<file path="config.mk">
export PLATFORM = sky130hd
export DESIGN_NAME = control_unit
export DESIGN_NICKNAME = d
export VERILOG_FILES = /design/src/rtl/control_unit.sv
export SDC_FILE = /design/constraint.sdc
export NUM_CORES = 1
export LEC_CHECK = 0
export CAP_MARGIN = 20
export CELL_PAD_IN_SITES_DETAIL_PLACEMENT = 0
export CELL_PAD_IN_SITES_GLOBAL_PLACEMENT = 1
export CORE_UTILIZATION = 22
export DETAILED_ROUTE_END_ITERATION = 7
export PLACE_DENSITY = 0.88
export RECOVER_POWER = 50
export SYNTH_ARGS = -nofsm -noshare
export SYNTH_HDL_FRONTEND = slang
export SYNTH_SLANG_ARGS = --single-unit
</file>
<file path="constraint.sdc">
create_clock -name clock -period 2.81 [get_ports clock]
set_input_delay 0.4215 -clock clock [delete_from_list [all_inputs] [get_ports clock]]
set_output_delay 0.4215 -clock clock [all_outputs]
set_load 0.01 [all_outputs]
</file>
<file path="src/rtl/control_unit.sv">
// control_unit: sequencer in front of the CPU datapath. It runs the
// three-cycle fetch, decodes ir[31:27] and steps through the execute
// micro-operations for each instruction class. The state moves back to
// T0 after each instruction, or to HALT when a halt opcode is fetched.
// Optional build macro CU_INSTR_COUNT_EN adds a completed-instruction
// counter on output instr_count.
module control_unit (
  input  logic        clock,
  input  logic        clear,
  input  logic [31:0] ir,
  input  logic        con_ff,
  output logic [7:0]  reg_out,
  output logic [9:0]  reg_in,
  output logic [2:0]  gr_sel,
  output logic        rin,
  output logic        rout,
  output logic        BAout,
  output logic        IncPC,
  output logic        Read,
  output logic        Write,
  output logic        run
`ifdef CU_INSTR_COUNT_EN
  ,
  output logic [31:0] instr_count
`endif
);

  typedef enum logic [3:0] {
    S_RST, S_T0, S_T1, S_T2, S_T3, S_T4, S_T5, S_T6, S_T7, S_HALT
  } state_t;

  // reg_out bit positions
  localparam int RO_PC = 0, RO_MDR = 1, RO_RZLO = 3, RO_C = 7;
  // reg_in bit positions
  localparam int RI_PC = 0, RI_IR = 1, RI_MAR = 2, RI_MDR = 3, RI_RY = 4,
                 RI_RZ = 5, RI_CON = 8;
  // {gra, grb, grc}
  localparam logic [2:0] GRA = 3'b100, GRB = 3'b010, GRC = 3'b001;

  state_t     state_q, state_d;
  logic [4:0] op;
  logic       is_ld, is_ldi, is_st, is_ralu, is_ialu, is_br, is_halt;
  logic       unused_ir;

  assign op        = ir[31:27];
  assign unused_ir = ^ir[26:0];

  // Opcode class decode; anything unrecognised falls through as a nop.
  always_comb begin
    is_ld   = (op == 5'b00000);
    is_ldi  = (op == 5'b00001);
    is_st   = (op == 5'b00010);
    is_ralu = (op >= 5'b00011) && (op <= 5'b01011);
    is_ialu = (op >= 5'b01100) && (op <= 5'b01110);
    is_br   = (op == 5'b10010);
    is_halt = (op == 5'b11010);
  end

  // State register; clear aborts any instruction immediately.
  always_ff @(posedge clock or negedge clear) begin
    if (!clear) state_q <= S_RST;
    else        state_q <= state_d;
  end

  // Next-state and strobe decode from state and opcode class.
  always_comb begin
    state_d = state_q;
    reg_out = '0;
    reg_in  = '0;
    gr_sel  = '0;
    rin     = 1'b0;
    rout    = 1'b0;
    BAout   = 1'b0;
    IncPC   = 1'b0;
    Read    = 1'b0;
    Write   = 1'b0;
    run     = 1'b1;
    case (state_q)
      S_RST: begin
        run     = 1'b0;
        state_d = S_T0;
      end
      S_T0: begin
        reg_out[RO_PC] = 1'b1;
        reg_in[RI_MAR] = 1'b1;
        IncPC          = 1'b1;
        state_d        = S_T1;
      end
      S_T1: begin
        Read           = 1'b1;
        reg_in[RI_MDR] = 1'b1;
        state_d        = S_T2;
      end
      S_T2: begin
        // The branch out of T2 looks at the opcode presented during T2.
        reg_out[RO_MDR] = 1'b1;
        reg_in[RI_IR]   = 1'b1;
        if (is_halt)
          state_d = S_HALT;
        else if (is_ld || is_ldi || is_st || is_ralu || is_ialu || is_br)
          state_d = S_T3;
        else
          state_d = S_T0;
      end
      S_T3: begin
        state_d = S_T4;
        if (is_br) begin
          gr_sel         = GRA;
          rout           = 1'b1;
          reg_in[RI_CON] = 1'b1;
        end else begin
          gr_sel        = GRB;
          reg_in[RI_RY] = 1'b1;
          if (is_ld || is_st || is_ldi) BAout = 1'b1;
          else                          rout  = 1'b1;
        end
      end
      S_T4: begin
        state_d = S_T5;
        if (is_ralu) begin
          gr_sel        = GRC;
          rout          = 1'b1;
          reg_in[RI_RZ] = 1'b1;
        end else if (is_br) begin
          reg_out[RO_PC] = 1'b1;
          reg_in[RI_RY]  = 1'b1;
        end else begin
          reg_out[RO_C] = 1'b1;
          reg_in[RI_RZ] = 1'b1;
        end
      end
      S_T5: begin
        if (is_br) begin
          reg_out[RO_C] = 1'b1;
          reg_in[RI_RZ] = 1'b1;
          state_d       = S_T6;
        end else if (is_ld || is_st) begin
          reg_out[RO_RZLO] = 1'b1;
          reg_in[RI_MAR]   = 1'b1;
          state_d          = S_T6;
        end else begin
          reg_out[RO_RZLO] = 1'b1;
          gr_sel           = GRA;
          rin              = 1'b1;
          state_d          = S_T0;
        end
      end
      S_T6: begin
        if (is_br) begin
          reg_out[RO_RZLO] = 1'b1;
          reg_in[RI_PC]    = con_ff;
          state_d          = S_T0;
        end else if (is_st) begin
          gr_sel         = GRA;
          rout           = 1'b1;
          reg_in[RI_MDR] = 1'b1;
          state_d        = S_T7;
        end else begin
          Read           = 1'b1;
          reg_in[RI_MDR] = 1'b1;
          state_d        = S_T7;
        end
      end
      S_T7: begin
        state_d = S_T0;
        if (is_st) begin
          Write = 1'b1;
        end else begin
          reg_out[RO_MDR] = 1'b1;
          gr_sel          = GRA;
          rin             = 1'b1;
        end
      end
      S_HALT: begin
        run     = 1'b0;
        state_d = S_HALT;
      end
      default: begin
        run     = 1'b0;
        state_d = S_RST;
      end
    endcase
  end

`ifdef CU_INSTR_COUNT_EN
  logic [31:0] instr_count_q;

  assign instr_count = instr_count_q;

  // Count every instruction that completes, including the halt itself.
  always_ff @(posedge clock or negedge clear) begin
    if (!clear)
      instr_count_q <= '0;
    else if (run && (state_d == S_T0 || state_d == S_HALT))
      instr_count_q <= instr_count_q + 32'd1;
  end
`endif

endmodule

</file>
Word level (Yosys, flattened, before mapping)

Cells that the tools add are included.

Register bits after elaboration: 4
Input port bits: 35
Logic and storage cells: 82
Output and inout port bits: 28

Equal/unequal tests: 13
Magnitude comparators: 4
Reductions and logical operators: 13
Muxes and demuxes: 51

Operators with widths:

| operator                                                          | number |
|---|---|
| case mux 4 bit (9 select lines)                                   | 1 |
| 2-to-1 mux 1 bit                                                  | 27 |
| 2-to-1 mux 3 bit                                                  | 9 |
| case mux 1 bit (2 select lines)                                   | 10 |
| == test 4 x 3 -> 1 bit, second input constant                     | 4 |
| case mux 3 bit (5 select lines)                                   | 1 |
| == test 5 bit, second input constant                              | 2 |
| <= comparator 5 x 4 -> 1 bit, second input constant               | 2 |
| == test 4 x 2 -> 1 bit, second input constant                     | 2 |
| == test 4 bit, second input constant                              | 2 |
| 2-to-1 mux 4 bit                                                  | 2 |
| OR reduction 8 bit                                                | 1 |
| logical OR 1 bit                                                  | 7 |
| == test 5 x 1 -> 1 bit, second input constant                     | 1 |
| == test 5 x 2 -> 1 bit, second input constant                     | 1 |
| greater-or-equal comparator 5 x 2 -> 1 bit, second input constant | 1 |
| greater-or-equal comparator 5 x 4 -> 1 bit, second input constant | 1 |
| logical NOT 5 bit                                                 | 1 |
| == test 4 x 1 -> 1 bit, second input constant                     | 1 |
| logical NOT 4 bit                                                 | 1 |
| case mux 1 bit (3 select lines)                                   | 1 |
| logical AND 1 bit                                                 | 2 |
| OR reduction 2 bit                                                | 1 |

Logic depth before layout (Yosys ltp)

Depth after elaboration: 9
Depth in mapped cells: 5
Depth with buffers taken out: 3

Worst setup path before layout

OpenSTA, ideal clock, no wires.

Path kind: input-to-output
Start point: input port ir[30]
End point: output port reg_out[0]
Required time: 2.389 ns
Path slack: 0.906 ns
Arrival: 1.483 ns
Cell stages on the path: 4
Path buffers: 1
Cell sequence: buf_2 -> nor4b_4 -> nand2_1 -> a211oi_1

Longest elaborated chain between the ends: 4
Elaborated cells on any way between the ends: 7
Those cells by class: 2 x order compare; 1 x eq/ne; 3 x mux; 1 x reduce/logical

Ends and longest elaborated chain:

| element                                                            | line    | text |
|---|---|---|
| start, declared                                                    | 10      | `input logic [31:0] ir,` |
| greater-or-equal comparator 5 x 2 -> 1 bit (tied with other cells) | 53      | `is_ralu = (op >= 5'b00011) && (op <= 5'b01011);` |
| logical AND 1 bit / 2-to-1 mux 1 bit (equally long branches)       | 53, 124 |  |
| 2-to-1 mux 1 bit *                                                 | 120     | `if (is_ralu) begin` |
| case mux 1 bit (2 select lines) *                                  | 78      | `case (state_q)` |
| end, declared                                                      | 12      | `output logic [7:0] reg_out,` |

Every way passes the cells marked *; elsewhere a longest branch is shown, timed or not.

Worst setup path after layout

Start point: input port ir[27]
End point: output port rin

Longest elaborated chain between the ends: 5
Elaborated cells on any way between the ends: 8
Those cells by class: 2 x eq/ne; 4 x mux; 2 x reduce/logical

Ends and longest elaborated chain:

| element                                                            | line   | text |
|---|---|---|
| == test 5 x 2 -> 1 bit / logical NOT 5 bit (equally long branches) | 52, 50 |  |
| logical OR 1 bit                                                   | 137    | `end else if (is_ld \|\| is_st) begin` |
| 2-to-1 mux 1 bit                                                   | 137    |  |
| 2-to-1 mux 1 bit                                                   | 133    | `if (is_br) begin` |
| case mux 1 bit (2 select lines) *                                  | 78     |  |
| end, declared                                                      | 15     | `output logic rin,` |

Marked as above.

==> results.md <==
* Die area at roughly 0.0036 mm²
* Antenna Cells at 0
* H-tree Lvls at 1
* Mapped Avg Cell Area at 7.20 µm²
* Max Fclk at around 370 MHz
* Setup violators final at 0
* Overflow after GRT at 0
* Core area at around 0.0031 mm²
* Tcrit/Tclk final at 96.5%
* Max Cap Viol at 0
* Die width at 60.1 µm
* CTS Buf Count at 3
* Gr usage total at 14.8%
* RSZ-0062 raised after global routing: false
* Worst-path maximum fanout at 6
* Final Hold Vio Count at 0
* Yosys warning total at 0
* CP dominant cell by count: clkdlybuf4s50_1
* First-pass GRT wire length at 3940 µm
* # hold bufs at CTS at 0
* Share of the synthesized area in the top cell type at 13.5%
* Largest Register: state_q
* CP max stage delay at 0.64 ns
* Number of enable flip-flop cells after synthesis at 0
* Worst setup EP type: output port
* Longest Clk Path Bufs at 2
* Least-Margin Pin Slew at 0.512 ns
* Final net count at 174
* Slowest CP cell: or4b_4
* Status: complete, no violations
* Post-DP HPWL at 1740 µm
* Number of global-route vias before repair at roughly 860
* Number of port buffers at 28
* Max-slew headroom at 65.8%
* Initial antenna violation count at 0
* I/O pin cnt at 63
* Sequential fraction of the synthesis area at a little over an eighth
* Slew Limit Fails at 0
* Crit path kind: primary input to output port
* Max reg flops at 4
* Post-Syn Area at 742 µm²
* Clock Skews at 0.00628 ns
* Pwr dens at between 150 and 200 mW/mm²
* Worst EP arrival at 2.29 ns
* CTS tree: yes
* Antenna viol nets, final at 0
* Req. time, crit path at 2.39 ns
* Worst-path clk slew at 0.04 ns
* Critical path, cell by cell: clkdlybuf4s50_1, or4b_4, o211ai_2, o21ai_1, clkdlybuf4s50_1
* Startpoint types: primary input
* Minimum clock period at 2.71 ns
* Syn Inst Count at 103
* Drt pass-1 iters at 4
* FF-to-FF setup slack at 1.24 ns
* Ys async rst share at 100%
* DRT Wirelength at 2280 µm
* Yosys reg bits at 4
* Synthesis-to-finish area growth at 51.6%
* Die height at 60.1 µm
* Distinct cells, synth at 42
* Sum Neg Setup Slack at 0 ns
* GPL Wtd Cong at 0.831
* Pin count of the biggest net entering global routing at 15
* Leakage power at approximately 0.0005 µW
* Max VDD drop at 55.2 µV
* Critical path's top delay family: buffers and inverters
* Vias per cell at slightly below 5
* Post-DR wirelength/cell at between 10 and 15 µm
* Vias post-DR at about 900
* Clock root buffer: clkbuf_4
* Worst-Skew Late Latency at approximately 0.24 ns
* Layout cell share with drive strength beyond 1 at 20.4%
* Top Registers: state_q: 4 flops
* Post-synth top area cell: dfrtp_1
* Initial DRC count at 19
* Clock Sinks at 4
* WP buf/inv at 2
* HP Class: primary input to async pin
* DR DRC count at 0
* Final setup margin at 0.0981 ns
* Core Rows at 20
* Main synth FF type: dfrtp_1
* Synth top cells by count: a21oi_1, nand2_1, buf_4
* Pre-CTS setup slack at 0.0379 ns
* Area contributors post-synth: dfrtp_1, buf_4, o211ai_2, a21oi_1, nand2_1
* Starting Density at between 20% and 30%
[power by group]
group	switching [µW]	internal, µW
clock	24.4	47.8
sequential	0	57.9
combinational	26.0	21.8
[area by class of cell]
type / count / area, µm²
multi-input combinational: 84 / 546
sequential: 4 / 100
tap: 44 / 55.1
fill: 334 / 2000
timing repair buffer: 42 / 387
clock buffer: 3 / 22.5
inverter: 4 / 15.0
[cell usage in the layout (no fill, tap or decap), types with 2 or more instances in the layout]
master	count
o211ai_2	4
o211ai_1	2
conb_1	7
clkdlybuf4s50_1	18
inv_1	4
dfrtp_1	4
nand2_1	9
a21oi_1	9
nand4_1	4
nor3_1	5
dlymetal6s2s_1	6
nor4_1	5
clkbuf_4	3
clkbuf_1	3
buf_4	12
o21ai_0	2
nand3_1	4
nor2_1	6
dlygate4sd3_1	3
nor2b_1	4
[stage by stage]
| step | power [µW] | util, % | hold slack (ns) | cells | instance area [µm²] |
|---|---|---|---|---|---|
| finish | 178 | 36.0 | 0.466 | 181 | 1120 |
| global route | 194 | 36.0 | 0.471 | 181 | 1120 |
| CTS | 181 | 35.5 | 0.393 | 180 | 1110 |
| detailed placement | 107 | 34.8 | 0.648 | 177 | 1090 |
| global placement | 106 | 34.8 | 0.642 | 177 | 1090 |
| floorplan | 91.1 | - | 0.126 | 109 | 764 |
[logic make-up after synthesis]
group	count (synthesis)	synth area share, %
AND/OR/NAND/NOR	50	41.8
AO/OA/AOI/OAI	25	25.0
buffers and inverters	21	16.7
flip-flops	4	13.5
XOR/XNOR	1	1.18
multiplexers	1	1.35
other	1	0.505
[per-layer routing]
metal	part of all wire, %	wire (µm)	GRT usage [%]
met1	45	1030	18.6
met2	49	1110	21.9
met3	4.2	95	3.46
met4	1.8	41	10.6
met5	0	0	0
[worst paths after layout]
kind | from | to | cells past startpoint
max | ir[27] | rin | 5
min | clear | state_q[1] | 1
max reg2reg | state_q[1] | state_q[0] | 4
min reg2reg | state_q[1] | state_q[0] | 2
max in group asynchronous | clear | state_q[0] | 1
min in group clock | state_q[1] | state_q[0] | 2
[repair_timing]
| item | CTS | global route |
|---|---|---|
| buffers inserted | 0 | 1 |
| hold endpoints to repair | 0 | 0 |
| endpoints found under the setup margin | 0 | 7 |
| resized for setup | 0 | 8 |
(Power assumes the default switching activity.)
